**src/rtl/out_layer_mac_pkg.sv**
```systemverilog
// Shared definitions for the output-layer classifier: FSM states, sizes and
// the product-to-accumulator sign extension helper.
// Ports: none (package).
package out_layer_mac_pkg;

  localparam int N_TERMS   = 256;  // hidden activations per class
  localparam int N_CLASSES = 10;   // output digits 0..9
  localparam int W_DATA    = 8;    // signed weight / activation width
  localparam int W_ACC     = 24;   // 256 * 2^14 = 2^22, so 24 bits never overflow
  localparam int DRAIN_CYC = 2;    // cycles to empty the ROM + multiply stages

  localparam int W_PROD  = 2 * W_DATA;
  localparam int W_ADDR  = $clog2(N_TERMS);
  localparam int W_CLS   = 4;
  localparam int W_DRAIN = (DRAIN_CYC > 1) ? $clog2(DRAIN_CYC) : 1;

  // Most negative accumulator value: any real class score beats it, so class 0
  // always becomes the first candidate.
  localparam logic signed [W_ACC-1:0] ACC_MIN = {1'b1, {(W_ACC-1){1'b0}}};

  typedef enum logic [2:0] {
    IDLE  = 3'd0,
    RUN   = 3'd1,
    DRAIN = 3'd2,
    CMP   = 3'd3,
    DONE  = 3'd4
  } state_t;

  function automatic logic signed [W_ACC-1:0] sext_prod(input logic signed [W_PROD-1:0] p);
    return {{(W_ACC-W_PROD){p[W_PROD-1]}}, p};
  endfunction

endpackage

```
**src/rtl/out_layer_mac_mac_s8.sv**
```systemverilog
// Registered signed 8x8 multiplier with a valid bit carried alongside.
// Ports: clk, rst_n, in_vld, a, b -> prod (16-bit signed), out_vld.
// Latency 1 cycle; no backpressure, the product register only loads on in_vld.
module mac_s8
  import out_layer_mac_pkg::*;
(
  input  logic                     clk,
  input  logic                     rst_n,
  input  logic                     in_vld,
  input  logic signed [W_DATA-1:0] a,
  input  logic signed [W_DATA-1:0] b,
  output logic signed [W_PROD-1:0] prod,
  output logic                     out_vld
);

  always_ff @(posedge clk or negedge rst_n) begin
    if (!rst_n) begin
      prod    <= '0;
      out_vld <= 1'b0;
    end else begin
      out_vld <= in_vld;
      // Hold the product when idle to avoid needless toggling.
      if (in_vld) begin
        prod <= W_PROD'(a) * W_PROD'(b);
      end
    end
  end

endmodule

```
**src/rtl/out_layer_mac.sv**
```systemverilog
// Output-layer classifier: for each of 10 classes, accumulates 256 signed
// weight*activation products and keeps the arg-max class as the recognised digit.
// Ports: clk, rst_n, start; W10ra/w_data/h_data from the external W10 counter and
// memories; W10ra_rst/adv/cls drive them; busy, done, digit, best_score report.
// Latency: done exactly 2591 cycles after start is sampled (10 x 259 + 1).
module out_layer_mac
  import out_layer_mac_pkg::*;
(
  input  logic                     clk,
  input  logic                     rst_n,
  input  logic                     start,
  input  logic [W_ADDR-1:0]        W10ra,
  input  logic signed [W_DATA-1:0] w_data,
  input  logic signed [W_DATA-1:0] h_data,
  output logic                     W10ra_rst,
  output logic                     adv,
  output logic [W_CLS-1:0]         cls,
  output logic                     busy,
  output logic                     done,
  output logic [W_CLS-1:0]         digit,
  output logic signed [W_ACC-1:0]  best_score
);

  state_t state, nxt;

  logic [W_DRAIN-1:0]       drain_cnt;
  logic                     drain_last;
  logic                     cls_last;
  logic                     v1;
  logic                     v2;
  logic signed [W_PROD-1:0] prod;
  logic signed [W_ACC-1:0]  acc;
  // Running best over the classes done so far; the visible best_score/digit are
  // only loaded at the end so they stay stable for the whole classification.
  logic signed [W_ACC-1:0]  best_run;
  logic [W_CLS-1:0]         best_idx;
  logic                     acc_wins;

  assign drain_last = (drain_cnt == W_DRAIN'(DRAIN_CYC - 1));
  assign cls_last   = (cls == W_CLS'(N_CLASSES - 1));
  // Strictly greater: classes are visited in ascending order, so on a tie the
  // earlier (lower) index is kept.
  assign acc_wins   = (acc > best_run);

  // --------------------------------------------------------------------------
  // FSM
  // --------------------------------------------------------------------------
  always_ff @(posedge clk or negedge rst_n) begin
    if (!rst_n) begin
      state <= IDLE;
    end else begin
      state <= nxt;
    end
  end

  always_comb begin
    nxt       = state;
    adv       = 1'b0;
    W10ra_rst = 1'b0;
    busy      = 1'b1;
    case (state)
      IDLE: begin
        W10ra_rst = 1'b1;
        busy      = 1'b0;
        if (start) begin
          nxt = RUN;
        end
      end
      RUN: begin
        adv = 1'b1;
        if (W10ra == W_ADDR'(N_TERMS - 1)) begin
          nxt = DRAIN;
        end
      end
      DRAIN: begin
        // adv low lets the counter fall back to 0 for the next class while the
        // last terms work through the ROM and multiply stages.
        if (drain_last) begin
          nxt = CMP;
        end
      end
      CMP: begin
        nxt = cls_last ? DONE : RUN;
      end
      DONE: begin
        nxt = IDLE;
      end
      default: begin
        nxt = IDLE;
      end
    endcase
  end

  // --------------------------------------------------------------------------
  // Multiply pipeline: address in RUN -> operands valid next cycle (v1) ->
  // registered product (v2) -> accumulate.
  // --------------------------------------------------------------------------
  mac_s8 u_mac (
    .clk     (clk),
    .rst_n   (rst_n),
    .in_vld  (v1),
    .a       (w_data),
    .b       (h_data),
    .prod    (prod),
    .out_vld (v2)
  );

  always_ff @(posedge clk or negedge rst_n) begin
    if (!rst_n) begin
      v1        <= 1'b0;
      drain_cnt <= '0;
      acc       <= '0;
      cls       <= '0;
      best_run  <= '0;
      best_idx  <= '0;
      digit     <= '0;
      best_score <= '0;
      done      <= 1'b0;
    end else begin
      v1        <= (state == RUN);
      drain_cnt <= (state == DRAIN) ? drain_cnt + 1'b1 : '0;
      done      <= 1'b0;

      if (v2) begin
        acc <= acc + sext_prod(prod);
      end

      case (state)
        IDLE: begin
          if (start) begin
            acc      <= '0;
            best_run <= ACC_MIN;
            best_idx <= '0;
            cls      <= '0;
          end
        end
        CMP: begin
          // The pipeline is empty here (v2 low), so clearing wins cleanly.
          acc <= '0;
          if (acc_wins) begin
            best_run <= acc;
            best_idx <= cls;
          end
          if (cls_last) begin
            // Fold in the last class directly so the result is visible
            // together with the done pulse.
            digit      <= acc_wins ? cls : best_idx;
            best_score <= acc_wins ? acc : best_run;
            done       <= 1'b1;
          end else begin
            cls <= cls + 1'b1;
          end
        end
        DONE: begin
          cls <= '0;
        end
        default: begin
        end
      endcase
    end
  end

endmodule

```
**config.mk**
```make
export PLATFORM = sky130hd
export DESIGN_NAME = out_layer_mac
export DESIGN_NICKNAME = d
export VERILOG_FILES = /design/src/rtl/out_layer_mac_pkg.sv /design/src/rtl/out_layer_mac_mac_s8.sv /design/src/rtl/out_layer_mac.sv
export SDC_FILE = /design/constraint.sdc
export NUM_CORES = 1
export LEC_CHECK = 0
export ABC_AREA = 0
export CORE_MARGIN = 1
export CORE_UTILIZATION = 50
export DETAILED_ROUTE_END_ITERATION = 8
export PLACE_DENSITY = 0.73
export RECOVER_POWER = 100
export SLEW_MARGIN = 5
export SYNTH_ARGS = -nofsm -noshare
export SYNTH_HDL_FRONTEND = slang
export SYNTH_SLANG_ARGS = --single-unit
export TNS_END_PERCENT = 10
```
**constraint.sdc**
```tcl
create_clock -name clk -period 2.5 [get_ports clk]
set_input_delay 0.25 -clock clk [delete_from_list [all_inputs] [get_ports clk]]
set_output_delay 0.25 -clock clk [all_outputs]
set_load 0.02 [all_outputs]
```
After elaboration in Yosys (flattened, before gate mapping)
Index checks and enable logic that the tools add are counted.

operators by class
  add/subtract/negate cells = 3
  multipliers = 1
  magnitude comparators = 1
  equality and inequality tests = 10
  muxes and demuxes = 22
  reductions and logical operators = 7

operator list
  cell                                            count
  2-to-1 mux 24 bit                               4
  one-hot mux 24 bit (2 select lines)             2
  adder 24 x 16 -> 24 bit                         1
  greater-than comparator 24 bit                  1
  multiplier 8 x 8 -> 16 bit                      1
  2-to-1 mux 3 bit                                4
  2-to-1 mux 4 bit                                3
  one-hot mux 3 bit (4 select lines)              1
  one-hot mux 4 bit (3 select lines)              1
  == test 8 bit (second input constant)           1
  != test 2 bit (second input constant)           4
  one-hot mux 4 bit (2 select lines)              1
  == test 3 x 2 -> 1 bit (second input constant)  2
  2-to-1 mux 1 bit                                6
  AND reduction 3 bit                             2
  adder 4 x 1 -> 4 bit (second input constant)    1
  == test 4 bit (second input constant)           1
  AND reduction 2 bit                             2
  == test 3 x 1 -> 1 bit (second input constant)  1
  == test 3 bit (second input constant)           1
  zero test 3 bit                                 1
  nonzero test 3 bit                              1
  nonzero test 2 bit                              1
  adder 1 bit (second input constant)             1

word-level totals
  register bits = 107
  output and inout bits = 36
  logic and storage cells = 56

Depth between registers and ports, before layout
Gate-level depths: netlist of run 1.

  word-level depth = 4
  mapped depth = 19
  gate-level depth less buffers = 19

Hierarchy
Synthesis of run 1 repeated with hierarchy kept, for this count alone.

second synthesis, totals
  cell total of the unflattened synthesis = 924
  area total of the unflattened synthesis = 8687.1 um^2

modules (own cells, without submodules)
  module         instances  cells each  area each (um^2)  sequential area each (um^2)
  out_layer_mac  1          587         5494.0            2252.2
  mac_s8         1          337         3193.1            425.4

Worst setup path after synthesis of run 1
Ideal clock, no wire load.

  path type = input -> register
  from = in w_data[3]
  to = reg u_mac.prod[14]
  library setup time = 0.120 ns
  data arrival time = 4.112 ns
  required time = 2.380 ns
  path slack = -1.731 ns
  cell stages on the path = 18
  buffers on the path = 0
  cell sequence = and2_1 fa_1 inv_1 fa_1 inv_1 fa_1 inv_1 fa_1 inv_1 ha_1 o21ai_1 a21boi_0 o21ai_1 a21boi_1 o21ai_1 a211oi_1 or3_1 a31o_1

on the way
  cells in the longest elaborated chain, start to end = 1

RTL lines
  item                        line                        source
  start, declared             out_layer_mac.sv:13         input logic signed [W_DATA-1:0] w_data,
  multiplier 8 x 8 -> 16 bit  out_layer_mac_mac_s8.sv:24  prod <= W_PROD'(a) * W_PROD'(b);
  end signal, assigned        out_layer_mac_mac_s8.sv:24
  end, declared               out_layer_mac_mac_s8.sv:12  output logic signed [W_PROD-1:0] prod,

No other way between the ends.
A chain may end at the register's enable or synchronous reset.

Worst setup path in the final report of run 1
  from = in w_data[6]
  to = reg u_mac.prod[14]

The elaborated chain is that of the path after synthesis.

==> results.yml, run 1 <==
route:
  vias: 6498
  vias_per_cell: 5.19
  drt-initial-drc-count: 315
  final_antenna_net_count: 0
  wl_per_cell_um: 14.4
  dr.pass1.iters: 4
  wirelength_mm: 18.0
  drcViolationCount: 0
cells_and_area:
  n_fill_cell: 1317
  regArea_um2: 2680
  fin_nets: 1187
  fin_area_um2: 10800
  mostFrequentLayoutCells: "inv_1 (117), dfrtp_1 (107), buf_4 (98), ha_1 (64), nand2_1 (57)"
  area_growth_pct: 27.9
  drive_gt1_share_pct: 23.5
  final_common_cell: "inv_1"
  antennaDiodeCount: 0
  final_util_pct: 65.3
  multi_input_area_um2: 5550
yosys:
  ys_warn_count: 0
  synth_ff_type: "dfrtp_1"
  netlist_top_cells_area: "dfrtp_1 (32%), fa_1 (13%), ha_1 (12%), inv_1 (5.7%), mux2i_1 (5.4%)"
  synth_top_cell_by_area: "dfrtp_1"
  syn_avg_cell_area_um2: 9.81
  ys_ff_latch: 107
  synthArstFlopShare_pct: 100
  yosysSeqAreaShare_pct: 31.6
  syn_nets: 1024
  syn_area_um2: 8470
  synth_edf_count: 0
  synth_top_cell_area_share_pct: 31.6
  ys_types: 57
  synthCells: 863
setup_path:
  arrival_ns: 4.09
  cp.required_ns: 2.74
  critical_path_class: "input port to flip-flop"
  crit_path_end_kind: "flip-flop"
  worst-path-max-fanout: 4
  start_kind: "input port"
timing:
  whs_ns: 0.317
  finalCritPeriodShare_pct: 154
  slew_viol_final: 0
  tightest_slew_ns: 1.27
  finalCriticalPeriod_ns: 3.84
  relSlewSlack_pct: 15.2
  hold_viol: 0
  rsz0062_at_grt: "true"
  skew_ns: 0.00721
  fmax_mhz: 260
  setup_tns_ns: -12.09
  setup_slack_ns: -1.34
  setup_viol: 18
grt:
  grt_pass1_vias: 6621
  grt_usage_pct: 22.1
  grt_pass1_wl_mm: 31.2
  grt_max_degree: 50
  grt-ovfl-total: 0
  antenna_found_initial: 0
floorplanning:
  rows: 47
  die-height_um: 132
  fp.dieW_um: 132
  pin_count: 63
  start_util_pct: 51.1
  dieArea_um2: 17500
  core_area_um2: 16600
clocking:
  cts_tree: "done"
  cts_sinks: 107
  clockBufferDepth: 2
  root_buffer: "clkbuf_16"
  path_clk_slew_ns: 0.07
  cts_buffers: 9
  clk_latency_ns: 0.35
  htree_levels: 3
placed_design:
  port_buffers: 62
  gp_congestion: 0.846
  placed_cell_area_um2: 10200
  hpwl_mm: 13.8
power:
  powerDensity_nw_per_um2: 1290
  irDropWorstVdd_mv: 0.712
  leakage_uw: 0.00549
outcome:
  outcome: "finished, violations left"
  violations: "setup timing"
run:
  drv_cap: 0
min_path:
  min_path_type: "input port to flip-flop"
-- layer usage --
| metal | vias up | track usage, % | routed length, um |
|---|---|---|---|
| met5 | - | 0 | 0 |
| met4 | 0 | 5.88 | 255 |
| met3 | 25 | 2.69 | 445 |
| met2 | 87 | 37.7 | 8870 |
| met1 | 3153 | 29.7 | 8470 |
| li1 | 3233 | - | - |
-- flip-flops by register name, summed over array words and instances, names as in the netlist --
signal	flops
u_mac.prod	16
digit	4
drain_cnt	1
u_mac.out_vld	1
best_run	24
done	1
best_idx	4
best_score	24
acc	24
v1	1
cls	4
state	3
-- power by group --
group          total (uW)  switching [uW]  internal [uW]
clock network        1530             645            888
registers            2850             507           2350
logic                9570            4750           4820
total               14000            5900           8050
-- logic make-up after synthesis --
kind of cell	synth area share, %
AOI/OAI and AO/OA	13.9
xor gates and xnor gates	3.62
adders and majority gates	24.8
buffers and inverters	7.30
DFF	31.6
muxes	6.77
and+or+nand+nor	12.1
-- cell type report --
cell class | count | area share (%)
multi-input cells | 603 | 51.2
flip-flops and latches | 107 | 24.7
repair buffers | 176 | 14.1
inverters | 129 | 4.47
well taps | 220 | 2.54
clock buffers | 11 | 2.15
clock inverters | 5 | 0.786
-- timing repair --
item                       4_1_cts  5_1_grt
setup buffers                    8        2
setup endpoints to repair       74       69
hold endpoints to repair        47        0
hold buffers                     1        0
resized for setup              132       47
pin swaps                       79       57
-- stage by stage --
stage                     power [uW]  std cells  setup slack, ns
after floorplan                 8930        863            -1.54
after global placement         11500       1228            -2.23
after detailed placement       11800       1228            -2.35
after CTS                      13800       1249            -1.45
after global routing           15200       1251            -1.48
final                          14000       1251            -1.34
-- worst max-delay path: stages --
cell and delay [ns]:
buf_2 0.13, and2_4 0.14, fa_1 0.50, inv_1 0.05, fa_1 0.48, inv_2 0.04
fa_1 0.52, inv_1 0.05, fa_1 0.49, inv_2 0.05, ha_4 0.22, o21ai_4 0.06
a21boi_2 0.09, o21ai_2 0.18, a21boi_2 0.09, o21ai_2 0.16, a211oi_2 0.09, or3_1 0.32
a31o_1 0.18
-- synthesized netlist by cell type, types with 2 or more instances --
cell and instances:
a221oi_2 2, a211oi_1 5, a22o_1 27, and3_1 4
nor2b_1 6, a21o_1 22, nand3_1 9, a21oi_1 31
mux2i_1 46, buf_2 2, nand4_1 9, fa_1 56
xor2_1 8, nor3_1 9, nand2_1 59, clkbuf_1 15
and2_1 42, a21boi_0 2, o21ai_1 34, buf_6 5
nand3b_1 3, o21bai_1 5, a31oi_1 5, or2_2 3
o21ai_0 16, o21a_1 4, or3_1 3, dfrtp_1 107
and4_1 3, o2bb2ai_2 2, ha_1 78, nor2_1 46
xnor2_1 27, a21oi_2 2, inv_1 129, mux2_2 10
nand2b_1 7
-- path summary, 6_finish.rpt --
check                            endpoint  depth (start not counted)           from  slack, ns
max reg2reg                       acc[22]                         11  u_mac.prod[0]      -0.42
max in group asynchronous        digit[0]                          3          rst_n       0.48
max                        u_mac.prod[14]                         19      w_data[6]      -1.34
min reg2reg                     drain_cnt                          1      drain_cnt       0.44
min in group asynchronous     best_run[0]                          2          rst_n       0.71
min                         u_mac.prod[0]                          4      w_data[0]       0.32
Note: power is estimated with default switching activity, not from simulation.
==> run 2, diff against run 1 <==
--- a/config.mk
+++ b/config.mk
@@ -6,10 +6,11 @@
 export NUM_CORES = 1
 export LEC_CHECK = 0
 export ABC_AREA = 0
+export CAP_MARGIN = 20
 export CORE_MARGIN = 1
 export CORE_UTILIZATION = 50
 export DETAILED_ROUTE_END_ITERATION = 8
-export PLACE_DENSITY = 0.73
+export PLACE_DENSITY = 0.7
 export RECOVER_POWER = 100
 export SLEW_MARGIN = 5
 export SYNTH_ARGS = -nofsm -noshare
==> constraint.sdc (replaced) <==
create_clock -name clk -period 3.8 [get_ports clk]
set_input_delay 0.38 -clock clk [delete_from_list [all_inputs] [get_ports clk]]
set_output_delay 0.38 -clock clk [all_outputs]
set_load 0.02 [all_outputs]
==> run 2 against run 1 <==
The run ends with capacitance limit, slew limit, setup timing left. Global-route usage is 0.85 points lower. Final cell count is 4.1% lower. Non-clock buffer count shrank 51. Total power fell by 41%. Clock skew is 0.0031 ns higher. Sequential cell count stayed put. Register-to-register slack improved by 0.73 ns. Combinational power is 45% lower. Sequential share of layout area is 1.7 points higher. Wire length decreased by 6.0%. Critical path type unchanged. Largest cell class unchanged. Highest routed layer unchanged.
==> results.yml, run 2 (same netlist as run 1, synthesis figures left out) <==
outcome:
  outcome: "finished, violations left"
  violations: "capacitance limit, slew limit, setup timing"
grt:
  grt_max_degree: 58
  antenna_found_initial: 0
  grt_usage_pct: 21.2
  grt_pass1_wl_mm: 30.1
  grt-ovfl-total: 0
  grt_pass1_vias: 6427
min_path:
  hp-start: "drain_cnt"
  holdPathStages: 1
  whs_endpoint: "drain_cnt"
  min_path_type: "flip-flop to flip-flop"
setup_path:
  critical_path_class: "input port to flip-flop"
  rr_startpoint: "acc[1]"
  arrival_ns: 4.29
  r2r_setup_slack_ns: 0.31
  start_kind: "input port"
  r2r_cells: 11
  worst-path-max-fanout: 8
  cp.required_ns: 4.04
  timing.rr.end: "best_score[5]"
  crit_path_end_kind: "flip-flop"
floorplanning:
  core_area_um2: 16600
  pin_count: 63
  die-height_um: 132
  dieArea_um2: 17500
  fp.dieW_um: 132
  rows: 47
  start_util_pct: 51.1
cells_and_area:
  drive_gt1_share_pct: 15.8
  final_common_cell: "inv_1"
  antennaDiodeCount: 0
  mostFrequentLayoutCells: "inv_1 (122), dfrtp_1 (107), ha_1 (70), buf_4 (58), nand2_1 (56)"
  stdcell_count: 1200
  fin_nets: 1136
  area_growth_pct: 19.4
  reg_top3: "acc x24, best_run x24, best_score x24"
clocking:
  htree_levels: 3
  cts_sinks: 107
  holdBufCountCts: 0
  clk_latency_ns: 0.36
  cts_buffers: 9
  clockBufferDepth: 2
  cts_tree: "done"
  path_clk_slew_ns: 0.07
  root_buffer: "clkbuf_16"
timing:
  tightest_slew_ns: 3.03
  relSlewSlack_pct: -102
  finalCriticalPeriod_ns: 4.05
  rsz0062_at_grt: "true"
  setup_slack_ns: -0.251
  finalCritPeriodShare_pct: 107
  setup_tns_ns: -1.25
  skew_ns: 0.0103
  setup_viol: 7
  slew_viol_final: 115
  fmax_mhz: 247
  hold_viol: 0
power:
  clkPwrFrac_pct: 12.0
  total_power_uw: 8260
  power.internal_uw: 4690
  switching_power_uw: 3570
  p_sw_share_pct: 43.2
  p_seq_share_pct: 23.8
  leakage_uw: 0.00517
  p_comb_share_pct: 64.2
  irDropWorstVdd_mv: 0.477
  powerDensity_nw_per_um2: 816
route:
  wl_per_cell_um: 14.1
  vias_per_cell: 5.29
  wirelength_mm: 17.0
  final_antenna_net_count: 0
  dr.pass1.iters: 4
  drcViolationCount: 0
  vias: 6345
  drt-initial-drc-count: 212
placed_design:
  dp_cells: 1174
  hpwl_mm: 13.0
  pre_cts_slack_ns: -1.22
  port_buffers: 62
  gp_congestion: 0.828
run:
  drv_cap: 2
## run 2: power groups by stage
stage / sequential [uW] / clock [uW] / combinational (uW)
floorplan: 1910 / 0 / 3910
global placement: 1970 / 0 / 5060
detailed placement: 1980 / 0 / 5160
CTS: 1960 / 1010 / 5410
global route: 2030 / 1060 / 5980
finish: 1960 / 994 / 5300
## run 2: worst max-delay path by stage
stage,from,endpoint,slack (ns)
floorplan,h_data[2],u_mac.prod[14],-0.37
global placement,h_data[4],u_mac.prod[14],-1.13
detailed placement,w_data[4],u_mac.prod[14],-1.22
CTS,w_data[1],u_mac.prod[12],-0.26
global route,h_data[2],u_mac.prod[14],-0.44
finish,w_data[3],u_mac.prod[13],-0.25
## run 2: timing repair
action / 4_1_cts / 5_1_grt
setup buffers: 9 / 1
cloned: 0 / 0
gates resized for setup: 99 / 14
endpoints found under the setup margin: 9 / 8
pin swaps: 27 / 13
## run 2: critical path, cell delays in order
cell and delay (ns):
buf_2 0.14, and2_4 0.17, fa_1 0.55, fa_1 0.46, fa_1 0.54, inv_1 0.05, fa_1 0.52, inv_1 0.04
ha_1 0.28, buf_4 0.14, a21boi_2 0.15, o22a_1 0.17, nand4_1 0.18, nand3b_1 0.12, xor2_1 0.15, mux2_2 0.26
## run 2: final cells by class
type | count | area, um^2
Clock buffer | 14 | 274
Clock inverter | 2 | 41.3
Fill cell | 1471 | 6470
Inverter | 129 | 487
Multi-Input combinational cell | 603 | 5350
Sequential cell | 107 | 2680
Tap cell | 220 | 275
Timing Repair Buffer | 125 | 1010
## run 2: per-layer routing
metal / track usage, % / part of all wire (%) / wire length (um) / vias up
met4: 5.49 / 1.5 / 246 / 0
met2: 35.9 / 48 / 8220 / 80
met1: 28.4 / 47 / 8010 / 3107
li1: - / - / - / 3139
met5: 0 / 0 / 0 / -
met3: 3.23 / 2.8 / 480 / 19
## run 2: stage by stage
stage | utilization, % | instance area [um^2] | hold WS [ns]
4_1_cts | 61.1 | 10100 | 0.106
6_report | 61.0 | 10100 | 0.455
3_3_place_gp | 58.4 | 9680 | 0.428
2_1_floorplan | - | 8510 | 0.0844
3_5_place_dp | 58.4 | 9680 | 0.421
5_1_grt | 61.0 | 10100 | 0.484
